<file path="src/rtl/alu_pkg.sv">
// Shared definitions for the pipelined mul/div ALU: opcodes, FSM states, default width.
package alu_pkg;

  localparam int DEFAULT_WIDTH = 32;

  localparam logic [3:0] OP_AND   = 4'b0000;
  localparam logic [3:0] OP_OR    = 4'b0001;
  localparam logic [3:0] OP_NOR   = 4'b0010;
  localparam logic [3:0] OP_ADD   = 4'b0011;
  localparam logic [3:0] OP_SUB   = 4'b0100;
  localparam logic [3:0] OP_SLL   = 4'b0101;
  localparam logic [3:0] OP_SRL   = 4'b0110;
  localparam logic [3:0] OP_LUI   = 4'b0111;
  localparam logic [3:0] OP_MULT  = 4'b1000;
  localparam logic [3:0] OP_MULTU = 4'b1001;
  localparam logic [3:0] OP_DIV   = 4'b1010;
  localparam logic [3:0] OP_DIVU  = 4'b1011;
  localparam logic [3:0] OP_MFHI  = 4'b1100;
  localparam logic [3:0] OP_MFLO  = 4'b1101;
  localparam logic [3:0] OP_SLT   = 4'b1110;
  localparam logic [3:0] OP_ZERO  = 4'b1111;

  typedef enum logic [1:0] {
    IDLE  = 2'd0,
    RUN   = 2'd1,
    FIXUP = 2'd2
  } md_state_e;

  // MULT, MULTU, DIV and DIVU share the 10xx code space; bit 1 selects divide, bit 0 unsigned.
  function automatic logic is_muldiv(input logic [3:0] op);
    return op[3:2] == 2'b10;
  endfunction

endpackage

</file>
<file path="src/rtl/muldiv_iter.sv">
// Iterative multiply/divide engine: magnitude conversion, WIDTH shift-add or
// restoring-subtract iterations, then one sign fix-up cycle presenting HI/LO.
module muldiv_iter
  import alu_pkg::*;
#(
  parameter int WIDTH = DEFAULT_WIDTH,
  parameter int SHW   = $clog2(WIDTH)
) (
  input  logic             clk,
  input  logic             reset,
  input  logic             i_go,
  input  logic             i_div,
  input  logic             i_unsigned,
  input  logic [WIDTH-1:0] i_a,
  input  logic [WIDTH-1:0] i_b,
  output logic             o_busy,
  output logic             o_valid,
  output logic [WIDTH-1:0] o_hi,
  output logic [WIDTH-1:0] o_lo
);

  md_state_e          r_state, w_next;
  logic [SHW-1:0]     r_cnt;
  logic [WIDTH-1:0]   r_hi, r_lo, r_m;
  logic               r_div, r_neg_lo, r_neg_hi;

  logic               w_sa, w_sb, w_b_zero;
  logic [WIDTH-1:0]   w_ma, w_mb;
  logic [WIDTH:0]     w_sum, w_shift, w_diff;
  logic [WIDTH-1:0]   w_step_hi, w_step_lo;
  logic [2*WIDTH-1:0] w_prod;

  // Operand signs and magnitudes at the accepting edge; unsigned ops never negate.
  always_comb begin
    w_sa     = ~i_unsigned & i_a[WIDTH-1];
    w_sb     = ~i_unsigned & i_b[WIDTH-1];
    w_ma     = w_sa ? -i_a : i_a;
    w_mb     = w_sb ? -i_b : i_b;
    w_b_zero = (i_b == '0);
  end

  // Next-state: divide by zero skips the iterations and goes straight to FIXUP.
  always_comb begin
    w_next = r_state;
    case (r_state)
      IDLE:    if (i_go) w_next = (i_div && w_b_zero) ? FIXUP : RUN;
      RUN:     if (r_cnt == SHW'(WIDTH - 1)) w_next = FIXUP;
      FIXUP:   w_next = IDLE;
      default: w_next = IDLE;
    endcase
  end

  // State register; reset abandons any in-flight operation.
  always_ff @(posedge clk) begin
    if (reset) r_state <= IDLE;
    else       r_state <= w_next;
  end

  // One iteration step: shift-add into {hi,lo} for multiply, restoring subtract for divide.
  always_comb begin
    w_sum     = {1'b0, r_hi} + (r_lo[0] ? {1'b0, r_m} : '0);
    w_shift   = {r_hi, r_lo[WIDTH-1]};
    w_diff    = w_shift - {1'b0, r_m};
    w_step_hi = w_sum[WIDTH:1];
    w_step_lo = {w_sum[0], r_lo[WIDTH-1:1]};
    if (r_div) begin
      // The partial remainder is always below 2*divisor, so bit WIDTH of the difference is its sign.
      if (!w_diff[WIDTH]) begin
        w_step_hi = w_diff[WIDTH-1:0];
        w_step_lo = {r_lo[WIDTH-2:0], 1'b1};
      end else begin
        w_step_hi = w_shift[WIDTH-1:0];
        w_step_lo = {r_lo[WIDTH-2:0], 1'b0};
      end
    end
  end

  // Iteration datapath: load magnitudes on go, step once per RUN cycle.
  always_ff @(posedge clk) begin
    if (reset) begin
      r_cnt    <= '0;
      r_hi     <= '0;
      r_lo     <= '0;
      r_m      <= '0;
      r_div    <= 1'b0;
      r_neg_lo <= 1'b0;
      r_neg_hi <= 1'b0;
    end else begin
      case (r_state)
        IDLE: begin
          if (i_go) begin
            r_cnt <= '0;
            r_div <= i_div;
            if (i_div && w_b_zero) begin
              // Preload the architectural divide-by-zero answer; fix-up passes it through.
              r_hi     <= i_a;
              r_lo     <= '1;
              r_m      <= '0;
              r_neg_lo <= 1'b0;
              r_neg_hi <= 1'b0;
            end else if (i_div) begin
              r_hi     <= '0;
              r_lo     <= w_ma;
              r_m      <= w_mb;
              r_neg_lo <= w_sa ^ w_sb;
              r_neg_hi <= w_sa;
            end else begin
              r_hi     <= '0;
              r_lo     <= w_mb;
              r_m      <= w_ma;
              r_neg_lo <= w_sa ^ w_sb;
              r_neg_hi <= w_sa ^ w_sb;
            end
          end
        end
        RUN: begin
          r_cnt <= r_cnt + 1'b1;
          r_hi  <= w_step_hi;
          r_lo  <= w_step_lo;
        end
        default: ;
      endcase
    end
  end

  // Sign fix-up: the product negates as one double-width value, quotient and remainder separately.
  // Most-negative / -1 needs no special case: its magnitude quotient already reads back as most-negative.
  always_comb begin
    w_prod = {r_hi, r_lo};
    if (r_neg_lo) w_prod = -w_prod;
    o_hi = w_prod[2*WIDTH-1:WIDTH];
    o_lo = w_prod[WIDTH-1:0];
    if (r_div) begin
      o_hi = r_neg_hi ? -r_hi : r_hi;
      o_lo = r_neg_lo ? -r_lo : r_lo;
    end
  end

  assign o_busy  = (r_state != IDLE);
  assign o_valid = (r_state == FIXUP);

endmodule

</file>
<file path="src/rtl/pipelined_muldiv_alu.sv">
// Execute-stage ALU: single-cycle logic/arith/shift ops plus iterative
// multiply/divide into architectural HI/LO, with a start/Busy/Done handshake.
module pipelined_muldiv_alu
  import alu_pkg::*;
#(
  parameter int WIDTH = DEFAULT_WIDTH,
  parameter int SHW   = $clog2(WIDTH)
) (
  input  logic             clk,
  input  logic             reset,
  input  logic             start,
  input  logic [3:0]       ALUOperation,
  input  logic [WIDTH-1:0] A,
  input  logic [WIDTH-1:0] B,
  input  logic [SHW-1:0]   Shamt,
  output logic [WIDTH-1:0] ALUResult,
  output logic             Zero,
  output logic             Busy,
  output logic             Done,
  output logic [WIDTH-1:0] HI,
  output logic [WIDTH-1:0] LO
);

  logic [WIDTH-1:0]        r_result, r_hi, r_lo;
  logic                    r_zero, r_done;

  logic                    w_accept, w_is_md, w_md_go;
  logic                    w_md_busy, w_md_valid;
  logic [WIDTH-1:0]        w_md_hi, w_md_lo;
  logic [WIDTH-1:0]        w_alu;
  logic signed [WIDTH-1:0] w_a_s, w_b_s;

  assign w_accept = start & ~w_md_busy;
  assign w_is_md  = is_muldiv(ALUOperation);
  assign w_md_go  = w_accept & w_is_md;
  assign w_a_s    = A;
  assign w_b_s    = B;

  muldiv_iter #(
    .WIDTH (WIDTH),
    .SHW   (SHW)
  ) u_muldiv (
    .clk        (clk),
    .reset      (reset),
    .i_go       (w_md_go),
    .i_div      (ALUOperation[1]),
    .i_unsigned (ALUOperation[0]),
    .i_a        (A),
    .i_b        (B),
    .o_busy     (w_md_busy),
    .o_valid    (w_md_valid),
    .o_hi       (w_md_hi),
    .o_lo       (w_md_lo)
  );

  // Single-cycle result selection; MFHI/MFLO read the architectural registers.
  always_comb begin
    w_alu = '0;
    case (ALUOperation)
      OP_AND:  w_alu = A & B;
      OP_OR:   w_alu = A | B;
      OP_NOR:  w_alu = ~(A | B);
      OP_ADD:  w_alu = A + B;
      OP_SUB:  w_alu = A - B;
      OP_SLL:  w_alu = B << Shamt;
      OP_SRL:  w_alu = B >> Shamt;
      OP_LUI:  w_alu = {B[WIDTH/2-1:0], {(WIDTH/2){1'b0}}};
      OP_MFHI: w_alu = r_hi;
      OP_MFLO: w_alu = r_lo;
      OP_SLT:  w_alu = {{(WIDTH-1){1'b0}}, (w_a_s < w_b_s)};
      default: w_alu = '0;
    endcase
  end

  // Result/Zero/Done/HI/LO registers: engine completion or an accepted single-cycle op.
  always_ff @(posedge clk) begin
    if (reset) begin
      r_result <= '0;
      r_zero   <= 1'b1;
      r_done   <= 1'b0;
      r_hi     <= '0;
      r_lo     <= '0;
    end else begin
      r_done <= 1'b0;
      if (w_md_valid) begin
        r_hi     <= w_md_hi;
        r_lo     <= w_md_lo;
        r_result <= w_md_lo;
        r_zero   <= (w_md_lo == '0);
        r_done   <= 1'b1;
      end else if (w_accept && !w_is_md) begin
        r_result <= w_alu;
        r_zero   <= (w_alu == '0);
        r_done   <= 1'b1;
      end
    end
  end

  assign ALUResult = r_result;
  assign Zero      = r_zero;
  assign Busy      = w_md_busy;
  assign Done      = r_done;
  assign HI        = r_hi;
  assign LO        = r_lo;

endmodule

</file>
<file path="config.mk">
export PLATFORM = sky130hd
export DESIGN_NAME = pipelined_muldiv_alu
export DESIGN_NICKNAME = d
export VERILOG_FILES = /design/src/rtl/alu_pkg.sv /design/src/rtl/muldiv_iter.sv /design/src/rtl/pipelined_muldiv_alu.sv
export SDC_FILE = /design/constraint.sdc
export NUM_CORES = 1
export LEC_CHECK = 0
export ABC_CLOCK_PERIOD_IN_PS = 3200
export BUFFER_PORTS_ARGS = -buffer_cell sky130_fd_sc_hd__buf_2
export CORE_ASPECT_RATIO = 1.2
export CORE_MARGIN = 4
export CORE_UTILIZATION = 57
export CTS_CLUSTER_DIAMETER = 120
export DETAILED_ROUTE_END_ITERATION = 10
export PLACE_DENSITY_LB_ADDON = 0.2
export SYNTH_ARGS = -nofsm -noshare
export SYNTH_HDL_FRONTEND = slang
export SYNTH_SLANG_ARGS = --single-unit
</file>
<file path="constraint.sdc">
create_clock -name clk -period 3.2 [get_ports clk]
set_input_delay 0.16 -clock clk [delete_from_list [all_inputs] [get_ports clk]]
set_output_delay 0.16 -clock clk [all_outputs]
set_load 0.05 [all_outputs]
</file>
==> flow_summary.ini, run 1 <==
[place]
io_buffers = 174
postPlaceCellArea_mm2 = 0.03237
place_congestion = 1.470
post-dp-hpwl_um = 107200
place_inst = 4844

[yosys]
async_flop_share = 0
ys_seq_area_frac = 0.1608
synth_cells = 3571
ys_ff_latch = 204
syn_area_mm2 = 0.02540
synth_area_leaders = dfxtp_1, ha_1, a21oi_1
synth_cell_types = 95
syn-num-nets = 3829
post-synth-top-area-fraction = 0.1608
synthFlopType = dfxtp_1
synthTopCellsByCount = nand2_1, nor2_1, a21oi_1
syn_area_per_cell_um2 = 7.114
yosysWarnings = 0
synth_most_common_cell = nand2_1
synth-edff-count = 0
synth_area_leader_cell = dfxtp_1

[sta]
worstEpCategory = register input
crit_endpoint = Zero$_SDFFE_PP1P_/D

[clocking]
ctsRootBufferMaster = clkbuf_16
htreeDepth = 1
clock_path_buffers = 3
numCtsBuffers = 23
clock-sinks = 204

[floorplanning]
ios = 175
start_util = 0.5783
die_y_um = 239.3
rows = 84
fp.dieW_um = 200.7

[global_route]
grt_max_degree = 90
overflow = 20
grt_usage = 0.6201

[status]
haltStage = 5_1_grt
stop_error = [ERROR GRT-0232] Routing congestion too high. Check the congestion heatmap in the GUI.
status = stopped before the end
[metrics by stage]
stage	setup WS, ns	util
after floorplan	-0.03284	-
after global placement	-0.4693	0.7368
after detailed placement	-0.5894	0.7368
after CTS	-0.2580	0.7652
[cells by family after synthesis]
logic type,after synthesis,synth area share
xor+xnor,184,0.06344
buf+inv,443,0.06733
fa+ha+maj,182,0.09082
mux,184,0.09313
flops,204,0.1608
compound gates,1194,0.3080
simple gates,1180,0.2166
[routing by layer]
metal,overflow,GRT usage
met2,9,0.8193
met3,1,0.4251
met1,0,0.6116
met4,10,0.6286
met5,0,0.1935
[repair_timing]
action                                  CTS
hold endpoints to repair                  8
pin swaps                                54
buffers inserted                         14
endpoints found under the setup margin   43
gates resized for setup                  93
hold buffers                              1
==> run 2: changes to the inputs <==
Settings changed: ABC_CLOCK_PERIOD_IN_PS 3200 to 4200, CORE_ASPECT_RATIO 1.2 to default, CORE_UTILIZATION 57 to 40, CTS_CLUSTER_DIAMETER 120 to default, PLACE_DENSITY_LB_ADDON 0.2 to 0.15.
Clock period 3.2 ns to 4.2 ns, I/O delays scaled along.
==> flow_summary.ini, run 2 <==
[power]
power_density_mw_per_mm2 = 262.4
p_seq_frac = 0.263
power.leakage_nw = 12.73
p_sw_frac = 0.4134
clock_power_share = 0.297
cell_internal_pwr_mw = 4.689
peakVddDrop_mv = 0.3113
switchingPower_mw = 3.304
combinationalPowerShare = 0.440

[finish]
drive_gt1_frac = 0.1909
layout.cells.non_filler = 4766
fin_area_mm2 = 0.03047
area_delta_synth_final_pct = 19.93
final_cell_mix = nand2_1, buf_4, nor2_1
finalNetCount = 4158
final_common_cell = nand2_1

[yosys]
synth_area_leaders = dfxtp_1, ha_1, a21oi_1
synth_area_leader_cell = dfxtp_1
async_flop_share = 0
synthFlopType = dfxtp_1
syn_area_per_cell_um2 = 7.114
ys_ff_latch = 204
synth-edff-count = 0
ys_seq_area_frac = 0.1608
yosysWarnings = 0
synth_cells = 3571
synth_cell_types = 95
post-synth-top-area-fraction = 0.1608
synthTopCellsByCount = nand2_1, nor2_1, a21oi_1
syn-num-nets = 3829
synth_most_common_cell = nand2_1
syn_area_mm2 = 0.02540

[hold_path]
hold_class = in2reg
min-delay-start = A[24]
hold_end = u_muldiv.r_hi[24]
hold_depth = 2

[critical_path]
cp-start-kind = input port
crit_fanout = 13
rr_worst_depth = 15
cp-end-kind = register
crit_start = Shamt[0]
worstPathRequired_ns = 4.70
cpPeakStageDelay_ns = 0.69
r2r_start = u_muldiv.r_hi[0]
crit_path_top_delay_cell = mux4_2
r2r_end = u_muldiv.r_hi[27]
critPathArrivalTime_ns = 4.45
crit_type = in2reg
worstPathCellList = buf_2 -> mux4_2 -> mux2i_1 -> nor2_1 -> a221oi_1 -> buf_4 -> o211ai_1 -> buf_4 -> a221oi_1 -> nand4_1 -> nor4_1 -> nand4b_1 -> and4b_1 -> nand3_1 -> a21oi_1
rrSetupSlack_ns = 0.29

[detailed_routing]
wl_met3_um = 16740
route.met2.wl_um = 63890
highest_layer = met5
finalWirelength_um = 155400
wirelength_met1_um = 62250
drt_iter0_markers = 4338
num_vias = 31120
dr.pass1.iters = 8
drc_errors = 0
postRouteAntennaNets = 0
avgViaCountPerCell = 6.530
wire_per_inst_um = 32.60

[clocking]
cts_tree = done
post_cts_buffers = 0
clk_latency_ns = 0.57
ctsRootBufferMaster = clkbuf_16
clock-sinks = 204
clock_path_buffers = 3
clkTransAtPathRegs_ns = 0.06
htreeDepth = 1
numCtsBuffers = 25
hold_buffers = 0

[sta]
finalHoldViolCount = 0
slew_violations = 0
fin_skew_ns = 0.01455
fin_setup_tns_ns = 0
setup_viol_count_final = 0
max_slew_margin = 0.2677
tightest_slew_ns = 1.094
period_share = 0.9410
fmax_ghz = 0.2530
grt_setup_unrepaired = true
period_minus_slack_ns = 3.952

[place]
place_inst = 4719
postPlaceCellArea_mm2 = 0.02956
place_congestion = 1.155
post-dp-hpwl_um = 128300
io_buffers = 174

[floorplanning]
start_util = 0.4035
core_area_mm2 = 0.06297
fp.dieW_um = 260.0
ios = 175
rows = 92
fp.dieArea_mm2 = 0.06761
die_y_um = 260.0

[status]
status = complete, no violations

[global_route]
antenna_found_initial = 5
grt_pass1_vias = 28350
grt_pass1_wl_um = 215000
grt_usage = 0.4391
grt_max_degree = 87
overflow = 0

[job]
drv_cap = 0
[run 2: worst max path at each step]
stage | slack [ns] | depth (start not counted) | to
2_1_floorplan | 0.65 | 16 | Zero
3_3_place_gp | -0.15 | 15 | Zero
3_5_place_dp | -0.11 | 15 | Zero
4_1_cts | 0.11 | 16 | u_muldiv.r_hi[0]
5_1_grt | -0.005 | 15 | u_muldiv.r_hi[27]
6_report | 0.25 | 15 | Zero
[run 2: cell families (layout without fill, tap and decap cells)]
kind of cell / Yosys count / after routing / synth area share
buffers and inverters: 443 / 790 / 0.06733
DFF: 204 / 204 / 0.1608
AOI/OAI and AO/OA: 1194 / 1194 / 0.3080
and+or+nand+nor: 1180 / 1180 / 0.2166
adders and majority gates: 182 / 182 / 0.09082
other: 0 / 2 / 0
xor gates and xnor gates: 184 / 184 / 0.06344
muxes: 184 / 184 / 0.09313
[run 2: per-stage QoR]
step	worst slack, ns	hold slack [ns]	power, mW	utilization
finish	0.2479	0.06363	7.993	0.4839
global route	-0.004673	0.08614	8.235	0.4838
CTS	0.1068	0.04288	7.872	0.4836
detailed placement	-0.1075	0.4475	5.506	0.4695
global placement	-0.1485	0.4391	5.544	0.4695
floorplan	0.6538	0.2945	4.027	-
[run 2: cell type report]
class                   count  area [µm²]
fillers                  6597       32500
multi-input cells        2924       19710
repair buffers            578        4093
flip-flops and latches    204        4088
well taps                 846        1059
clock buffers              33       705.7
inverters                 167       626.9
clock inverters            12       182.7
diodes                      2       5.005
[run 2: timing repair]
item / 4_1_cts / 5_1_grt
endpoints found under the hold margin: 0 / 0
resized for setup: 0 / 4
endpoints found under the setup margin: 0 / 10
[run 2: worst max-delay path, delay by kind of cell]
family,cells,cell delay (ns)
multiplexers,2,0.98
AO/OA/AOI/OAI,4,1.09
buffers and inverters,3,0.86
AND/OR/NAND/NOR,6,1.29
[run 2: power groups by stage]
stage                     Clock (mW)  Combinational, mW  Sequential [mW]
after floorplan                    0               1.86             2.17
after global placement             0               3.41             2.14
after detailed placement           0               3.37             2.14
after CTS                       2.39               3.38             2.10
after global routing            2.47               3.65             2.11
final                           2.37               3.52             2.10
[run 2: metal layers]
layer / up-vias / GRT usage
met5: - / 0
met4: 4 / 0.2818
met3: 424 / 0.1149
met2: 1951 / 0.6426
met1: 14960 / 0.5702
li1: 13790 / -
Note: power is estimated with default switching activity, not from simulation.
